`src/rtl/i2s_frame_sched.sv`:
```
// Stereo I2S frame scheduler: one-pair input buffer, SCLK/LRCLK generation, MSB-first SDIN.
// Optional macro I2S_SCHED_HOLD_EN: on underrun replay the last loaded pair instead of muting.
module i2s_frame_sched #(
    parameter int WIDTH = 16,
    parameter int SLOT  = 32,
    parameter int DIV   = 2
) (
    input  logic             clk,
    input  logic             reset,
    input  logic             enable,
    input  logic [WIDTH-1:0] in_left,
    input  logic [WIDTH-1:0] in_right,
    input  logic             in_valid,
    output logic             in_ready,
    output logic             sclk,
    output logic             lrclk,
    output logic             sdin,
    output logic             frame_start,
    output logic             underrun,
    output logic             busy
);

    localparam int FRAME = 2 * SLOT;
    localparam int BW    = $clog2(FRAME);
    localparam int DW    = (DIV > 1) ? $clog2(DIV) : 1;
    localparam int IW    = (WIDTH > 1) ? $clog2(WIDTH) : 1;
    localparam logic [BW-1:0] BIT_LAST = BW'(FRAME - 1);
    localparam logic [DW-1:0] DIV_LAST = DW'(DIV - 1);

    typedef enum logic [1:0] {
        ST_IDLE     = 2'd0,
        ST_RUN      = 2'd1,
        ST_STOPPING = 2'd2
    } state_t;

    // Word select is high over the right slot, shifted one SCLK earlier than the data.
    function automatic logic lr_of(input logic [BW-1:0] bc);
        int b;
        b = int'(bc);
        return (b >= SLOT - 1) && (b <= FRAME - 2);
    endfunction

    function automatic logic data_of(input logic [BW-1:0] bc,
                                     input logic [WIDTH-1:0] l,
                                     input logic [WIDTH-1:0] r);
        int         b;
        logic [IW-1:0] idx;
        logic       bit_v;
        b     = int'(bc);
        idx   = '0;
        bit_v = 1'b0;
        if (b < WIDTH) begin
            idx   = IW'(WIDTH - 1 - b);
            bit_v = l[idx];
        end else if ((b >= SLOT) && (b < SLOT + WIDTH)) begin
            idx   = IW'(WIDTH - 1 - (b - SLOT));
            bit_v = r[idx];
        end else begin
            bit_v = 1'b0;
        end
        return bit_v;
    endfunction

    state_t           state_q, state_d;
    logic [DW-1:0]    div_q, div_d;
    logic [BW-1:0]    bit_q, bit_d;
    logic             sclk_q, sclk_d, lrclk_q, lrclk_d, sdin_q, sdin_d;
    logic             fs_q, fs_d, ur_q, ur_d, busy_q, busy_d;
    logic             pend_full_q, pend_full_d;
    logic [WIDTH-1:0] pend_l_q, pend_l_d, pend_r_q, pend_r_d;
    logic [WIDTH-1:0] sh_l_q, sh_l_d, sh_r_q, sh_r_d;
    logic [WIDTH-1:0] last_l_q, last_l_d, last_r_q, last_r_d;

    logic             tick_s, fall_s, wrap_s, stop_s, load_s, accept_s;
    logic [BW-1:0]    bit_nxt_s;
    logic [WIDTH-1:0] fill_l_s, fill_r_s, load_l_s, load_r_s;

`ifdef I2S_SCHED_HOLD_EN
    assign fill_l_s = last_l_q;
    assign fill_r_s = last_r_q;
`else
    assign fill_l_s = '0;
    assign fill_r_s = '0;
`endif

    assign tick_s    = (state_q != ST_IDLE) && (div_q == DIV_LAST);
    assign fall_s    = tick_s && sclk_q;
    assign wrap_s    = (bit_q == BIT_LAST);
    // A stopping frame ends on the wrap fall instead of loading the next pair.
    assign stop_s    = fall_s && wrap_s && (state_q == ST_STOPPING) && !enable;
    assign load_s    = fall_s && wrap_s && !stop_s;
    assign bit_nxt_s = wrap_s ? '0 : (bit_q + BW'(1));
    assign load_l_s  = pend_full_q ? pend_l_q : fill_l_s;
    assign load_r_s  = pend_full_q ? pend_r_q : fill_r_s;
    assign in_ready  = !pend_full_q || load_s;
    assign accept_s  = in_valid && in_ready;

    assign sclk        = sclk_q;
    assign lrclk       = lrclk_q;
    assign sdin        = sdin_q;
    assign frame_start = fs_q;
    assign underrun    = ur_q;
    assign busy        = busy_q;

    // Next-state: FSM, SCLK divider, bit position, shifters and pending buffer.
    always_comb begin
        state_d     = state_q;
        div_d       = div_q;
        bit_d       = bit_q;
        sclk_d      = sclk_q;
        lrclk_d     = lrclk_q;
        sdin_d      = sdin_q;
        fs_d        = 1'b0;
        ur_d        = 1'b0;
        sh_l_d      = sh_l_q;
        sh_r_d      = sh_r_q;
        pend_full_d = pend_full_q;
        pend_l_d    = pend_l_q;
        pend_r_d    = pend_r_q;
        last_l_d    = last_l_q;
        last_r_d    = last_r_q;

        case (state_q)
            ST_IDLE: begin
                sclk_d  = 1'b0;
                lrclk_d = 1'b0;
                sdin_d  = 1'b0;
                div_d   = '0;
                bit_d   = BIT_LAST;
                if (enable) begin
                    state_d = ST_RUN;
                end else begin
                    state_d = ST_IDLE;
                end
            end
            ST_RUN, ST_STOPPING: begin
                if (enable) begin
                    state_d = ST_RUN;
                end else if (stop_s) begin
                    state_d = ST_IDLE;
                end else begin
                    state_d = ST_STOPPING;
                end
                if (tick_s) begin
                    div_d  = '0;
                    sclk_d = ~sclk_q;
                end else begin
                    div_d  = div_q + DW'(1);
                    sclk_d = sclk_q;
                end
                if (stop_s) begin
                    bit_d   = BIT_LAST;
                    lrclk_d = 1'b0;
                    sdin_d  = 1'b0;
                end else if (fall_s) begin
                    bit_d   = bit_nxt_s;
                    lrclk_d = lr_of(bit_nxt_s);
                    if (load_s) begin
                        sh_l_d = load_l_s;
                        sh_r_d = load_r_s;
                        sdin_d = data_of(bit_nxt_s, load_l_s, load_r_s);
                        fs_d   = 1'b1;
                        ur_d   = !pend_full_q;
                    end else begin
                        sdin_d = data_of(bit_nxt_s, sh_l_q, sh_r_q);
                    end
                end else begin
                    bit_d = bit_q;
                end
            end
            default: begin
                state_d = ST_IDLE;
            end
        endcase

        // Accept wins over drain so a same-cycle refill keeps the buffer full.
        if (accept_s) begin
            pend_full_d = 1'b1;
            pend_l_d    = in_left;
            pend_r_d    = in_right;
        end else if (load_s) begin
            pend_full_d = 1'b0;
        end else begin
            pend_full_d = pend_full_q;
        end

        if (load_s && pend_full_q) begin
            last_l_d = pend_l_q;
            last_r_d = pend_r_q;
        end else begin
            last_l_d = last_l_q;
            last_r_d = last_r_q;
        end

        busy_d = (state_d != ST_IDLE);
    end

    // State register with synchronous reset.
    always_ff @(posedge clk) begin
        if (reset) begin
            state_q     <= ST_IDLE;
            div_q       <= '0;
            bit_q       <= BIT_LAST;
            sclk_q      <= 1'b0;
            lrclk_q     <= 1'b0;
            sdin_q      <= 1'b0;
            fs_q        <= 1'b0;
            ur_q        <= 1'b0;
            busy_q      <= 1'b0;
            pend_full_q <= 1'b0;
            pend_l_q    <= '0;
            pend_r_q    <= '0;
            sh_l_q      <= '0;
            sh_r_q      <= '0;
            last_l_q    <= '0;
            last_r_q    <= '0;
        end else begin
            state_q     <= state_d;
            div_q       <= div_d;
            bit_q       <= bit_d;
            sclk_q      <= sclk_d;
            lrclk_q     <= lrclk_d;
            sdin_q      <= sdin_d;
            fs_q        <= fs_d;
            ur_q        <= ur_d;
            busy_q      <= busy_d;
            pend_full_q <= pend_full_d;
            pend_l_q    <= pend_l_d;
            pend_r_q    <= pend_r_d;
            sh_l_q      <= sh_l_d;
            sh_r_q      <= sh_r_d;
            last_l_q    <= last_l_d;
            last_r_q    <= last_r_d;
        end
    end

endmodule
```
`config.mk`:
```
export PLATFORM = sky130hd
export DESIGN_NAME = i2s_frame_sched
export DESIGN_NICKNAME = d
export VERILOG_FILES = /design/src/rtl/i2s_frame_sched.sv
export SDC_FILE = /design/constraint.sdc
export NUM_CORES = 1
export LEC_CHECK = 0
export BUFFER_PORTS_ARGS = -buffer_cell sky130_fd_sc_hd__clkbuf_2
export CAP_MARGIN = 20
export CORE_MARGIN = 2
export CORE_UTILIZATION = 45
export CTS_CLUSTER_DIAMETER = 50
export CTS_CLUSTER_SIZE = 30
export DETAILED_ROUTE_END_ITERATION = 8
export GPL_ROUTABILITY_DRIVEN = 0
export SKIP_LAST_GASP = 1
export SLEW_MARGIN = 20
export SYNTH_ARGS = -nofsm -noshare
export SYNTH_HDL_FRONTEND = slang
export SYNTH_SLANG_ARGS = --single-unit
```
`constraint.sdc`:
```
create_clock -name clk -period 6.4 [get_ports clk]
set_input_delay 0.64 -clock clk [delete_from_list [all_inputs] [get_ports clk]]
set_output_delay 0.64 -clock clk [all_outputs]
set_load 0.02 [all_outputs]
```
## Word-level counts from Yosys, hierarchy flattened

Cells that the tools add are included.

| cells by class | value |
|---|---|
| add/subtract/negate cells | 5 |
| order comparisons | 7 |
| eq/ne operators | 5 |
| multiplexer cells | 36 |
| bitwise gates (word level) | 5 |
| reductions and logical operators | 24 |

Operator list:

| cell | count |
|---|---|
| $mux 16 | 2 |
| $mux 1 | 19 |
| $mux 6 | 3 |
| $bmux 1 s4 | 4 |
| $pmux 6 s2 | 1 |
| $lt 4x5->1 const B | 2 |
| $logic_and 1x1->1 | 9 |
| $pmux 1 s2 | 4 |
| $reduce_bool 2->1 | 4 |
| $add 6x1->6 const B | 1 |
| $eq 6x6->1 const B | 1 |
| $ge 6x5->1 const B | 1 |
| $ge 6x6->1 const B | 1 |
| $le 6x6->1 const B | 1 |
| $lt 6x5->1 const B | 1 |
| $lt 6x6->1 const B | 1 |
| $not 1->1 | 5 |
| $reduce_or 5->1 | 1 |
| $mux 2 | 2 |
| $pmux 2 s2 | 1 |
| $reduce_and 2->1 | 2 |
| $reduce_and 4->1 | 1 |
| $reduce_or 4->1 | 1 |
| $sub 1x4->4 const A | 1 |
| 11 further kinds | 13 |

| storage, ports and cells | value |
|---|---|
| register bits after elaboration | 80 |
| output and inout bits | 7 |
| word-level logic and storage cells | 96 |

## Depth between registers and ports, before layout

| depth | value |
|---|---|
| depth after elaboration | 12 |
| depth in mapped cells | 10 |
| mapped depth without buffers | 8 |

## Worst setup path after synthesis

OpenSTA, ideal clock, no wires.

| timing path | value |
|---|---|
| path type | reg-to-reg |
| start point | register bit_q[0] |
| end point | register sdin_q, in the netlist sdin |
| arrival | 1.949 ns |
| data required time | 6.267 ns |
| path slack | 4.318 ns |
| cell stages (with the launch flop) | 10 |
| buffers on the path | 2 |
| period minus slack after synthesis | 2.082 ns |
| path through | dfxtp_1 buf_4 inv_1 ha_1 buf_2 inv_1 o311ai_0 a211oi_1 o31ai_1 nand4_1 |

| between the ends | value |
|---|---|
| word-level cells in the longest chain between the ends | 12 |
| elaborated cells on any way between the ends | 33 |
| those cells by class | add/sub: 4; order compare: 3; eq/ne: 2; mux: 17; reduce/logical: 7 |

RTL lines:

| element | line | source |
|---|---|---|
| start: declaration | 66 | `logic [BW-1:0] bit_q, bit_d;` |
| start signal: assignment | 220 | `bit_q <= bit_d;` |
| $add 6x1->6 or $eq 6x6->1 (tied branches) | 92, 88 |  |
| $mux 6 | 92 | `assign bit_nxt_s = wrap_s ? '0 : (bit_q + BW'(1));` |
| $sub 4x1->4 | 56 | `idx = IW'(WIDTH - 1 - (b - SLOT));` |
| $sub 1x4->4 | 56 |  |
| $bmux 1 s4 | 57 | `bit_v = r[idx];` |
| $mux 1 (not written as such) | 57 |  |
| $mux 1 | 55 | `end else if ((b >= SLOT) && (b < SLOT + WIDTH)) begin` |
| $mux 1 | 52 | `if (b < WIDTH) begin` |
| $mux 1 | 158 | `if (load_s) begin` |
| $mux 1 | 155 | `end else if (fall_s) begin` |
| $mux 1 | 151 | `if (stop_s) begin` |
| $pmux 1 s2 | 123 | `case (state_q)` |
| end signal: assignment | 223 | `sdin_q <= sdin_d;` |
| end: declaration | 67 | `logic sclk_q, sclk_d, lrclk_q, lrclk_d, sdin_q, sdin_d;` |

Parallel ways exist; a longest one is shown, timed or not. The select of a mux whose other input is x is not followed.
A chain may end at the register's enable or synchronous reset.

## Worst setup path in the final report

| timing path | value |
|---|---|
| start point | register bit_q[0] |
| end point | output in_ready |

| between the ends | value |
|---|---|
| word-level cells in the longest chain between the ends | 7 |

RTL lines:

| element | line | source |
|---|---|---|
| $eq 6x6->1 * | 88 | `assign wrap_s = (bit_q == BIT_LAST);` |
| $logic_and 1x1->1 * | 90, 91 |  |
| $logic_and 1x1->1 (2 in a row) | 90 | `assign stop_s = fall_s && wrap_s && (state_q == ST_STOPPING) && !enable;` |
| $logic_not 1->1 | 91 | `assign load_s = fall_s && wrap_s && !stop_s;` |
| $logic_and 1x1->1 * | 91 |  |
| $logic_or 1x1->1 * | 95 | `assign in_ready = !pend_full_q \|\| load_s;` |
| end: declaration | 14 | `output logic in_ready,` |

Every way passes the cells marked *; elsewhere a longest branch is shown, timed or not.

==> metrics.cfg <==
[routing]
drt-pass1-iter-count=6
drt_wl_total_um=8020
drt_iter0_drc=174
via_per_inst=5.36
via_count=3087
ant_nets=0
drc=0
wire_per_inst_um=13.9

[worst_setup_path]
crit_fanout=13
critPathKind=reg -> out
cp_slowest_stage_delay_ns=0.51
cp_top_family=simple AND/OR/NAND/NOR gates
cp_data_required_time_ns=5.76
arrival_ns=2.33
start_kind=flip-flop
cp_num_buf_inv=1
path_cells=ha_1 -> nand2_2 -> nor4_4 -> nand2b_2 -> clkbuf_2
slowest_stage=dfxtp_1
worstSetupEndpointType=output port

[cts]
tritoncts.num_buffers=9
hold_buffers=0
clock-sinks=80
cts_setup_buffers=0
cts_tree=built
cts_max_level=3
clk_latency_ns=0.34
root_buffer=clkbuf_8
cts.clk_slew.worst_paths_ns=0.09
cts.path.max_buffers=2
post_cts_resized=0

[final_layout]
stdcell_count=576
multi_input_area_um2=1840
regArea_um2=1600
nets=510
fillers=813
n_antenna_cell=0
layout-area-overhead-vs-synth_pct=10.5
drive_above_1_share=0.198

[pwr]
power_mw=0.987
power.density_nw_per_um2=243
peakVddDrop_mv=0.108
leakage_nw=1.53

[die]
die_x_um=94.4
die-area_um2=8910
rows=32
io_pins=43
core_um2=7810
start_util=0.471
die_h_um=94.4

[global_routing]
grt_pass1_vias=2880
grt_start_max_net_pins=77
grt.overflow.total=0
gr-usage-all-layers=0.197
grt_antenna_before_repair=0
grt_pass1_wl_um=13800

[synthesis]
syn_area_per_cell_um2=8.22
async_reset_ff_frac=0
ys_ff_latch=80
synth_warnings=0
syn_nets=488
syn_inst=447
yosysSeqAreaShare=0.436
synthFlopType=dfxtp_1
synth_top_cell_by_area=dfxtp_1
synthesis.area_um2=3680
synth.area.top_cells=dfxtp_1 44%, nand2_1 12%, a21oi_1 7.8%
synth_edf_count=0
synthDistinctLibCells=50
netlist.area_leader.share=0.436

[placement]
dp_hpwl_um=5250
dp_cells=560
io_buffers=42
pre_cts_ws_ns=3.43

[timing]
period_share=0.463
setup_violations=0
relSlewSlack=0.400
drv_slew=0
fmax_ghz=0.337
skew_ns=0.0118
layout_min_cycle_time_ns=2.97
hold_viol=0
fin_ws_ns=3.43
rsz0062_at_grt=no
fin_tns_setup_ns=0
worst_pin_slew_ns=0.900

[job]
drv_cap=0

[outcome]
status=finished, final reports clean

[hold_path]
hold_path.class=reg -> reg

[cell type report]
| cell class | instances | share of cell area |
|---|---|---|
| clock buffer | 11 | 0.0323 |
| multi-input combinational | 322 | 0.453 |
| timing repair buffer | 46 | 0.0591 |
| tap | 102 | 0.0314 |
| sequential | 80 | 0.394 |
| clock inverter | 5 | 0.0200 |
| inverter | 10 | 0.00924 |
[state kept, by name, summed over array words and instances, names as in the netlist]
name         flops
pend_l_q        16
frame_start      1
sh_l_q          16
sh_r_q          16
sclk             1
pend_r_q        16
busy             1
pend_full_q      1
div_q            1
underrun         1
sdin             1
state_q          2
bit_q            6
lrclk            1
[cell families after synthesis]
group | count (synthesis) | synth area share
AOI/OAI and AO/OA | 106 | 0.183
xor gates and xnor gates | 3 | 0.00715
adders and majority gates | 5 | 0.0170
buffers and inverters | 45 | 0.0647
DFF | 80 | 0.436
muxes | 11 | 0.0442
and+or+nand+nor | 197 | 0.248
[metrics by stage]
step / util / instance area, um^2 / hold slack [ns]
floorplan: - / 3680 / 0.427
global placement: 0.492 / 3840 / 0.438
detailed placement: 0.492 / 3840 / 0.443
CTS: 0.520 / 4060 / 0.454
global route: 0.520 / 4060 / 0.476
finish: 0.520 / 4060 / 0.453
[layout by cell type, fill, tap and decap left out, drive strengths merged, types with 3 or more instances in the layout]
cell type	instances
and2	4
o31ai	3
nor3	4
nand4	3
mux2i	5
nand2b	5
dfxtp	80
buf	4
mux4	4
nor2	10
clkbuf	53
a21oi	75
nand2	115
and3	3
or3	3
o21ai	8
a31oi	8
nand3b	4
or2	3
nand3	37
ha	5
inv	10
[worst paths after layout]
path | startpoint | endpoint | slack [ns] | cells after the start
worst max-delay path | bit_q[0]$_SDFFE_PP1P_ | in_ready | 3.43 | 5
worst min-delay path | sh_r_q[3]$_SDFFE_PP0P_ | sh_r_q[3]$_SDFFE_PP0P_ | 0.45 | 2
worst max register to register | bit_q[0]$_SDFFE_PP1P_ | pend_l_q[12]$_SDFFE_PP0P_ | 3.79 | 7
worst min register to register | sh_r_q[3]$_SDFFE_PP0P_ | sh_r_q[3]$_SDFFE_PP0P_ | 0.45 | 2
[report_power, final]
part,internal (mW),switching [mW]
Combinational,0.0243,0.0429
Clock,0.220,0.180
Sequential,0.511,0.00797
[worst register-to-register path, delay by kind of cell (launching register included)]
family | cells | cell delay, ns
fa+ha+maj | 1 | 0.49
compound gates | 1 | 0.07
flops | 1 | 0.51
simple gates | 5 | 1.41
[synth_stat cells (all sizes together), types with 4 or more instances]
cell type and n:
clkbuf 20, mux2i 5, inv 10, dfxtp 80, ha 5, nand2b 5
buf 15, a31oi 8, mux4 4, and2 4, o21ai 8, a21oi 75
nand3 37, nor2 10, nor3 4, nand2 115, nand3b 4
[metal layers]
| layer | GRT usage | vias to the layer above | wire length [um] |
|---|---|---|---|
| li1 | - | 1584 | - |
| met1 | 0.274 | 1434 | 3960 |
| met2 | 0.302 | 63 | 3590 |
| met3 | 0.0343 | 6 | 396 |
| met4 | 0.0845 | 0 | 76 |
| met5 | 0 | - | 0 |
Power figures use the tool's default switching activity.
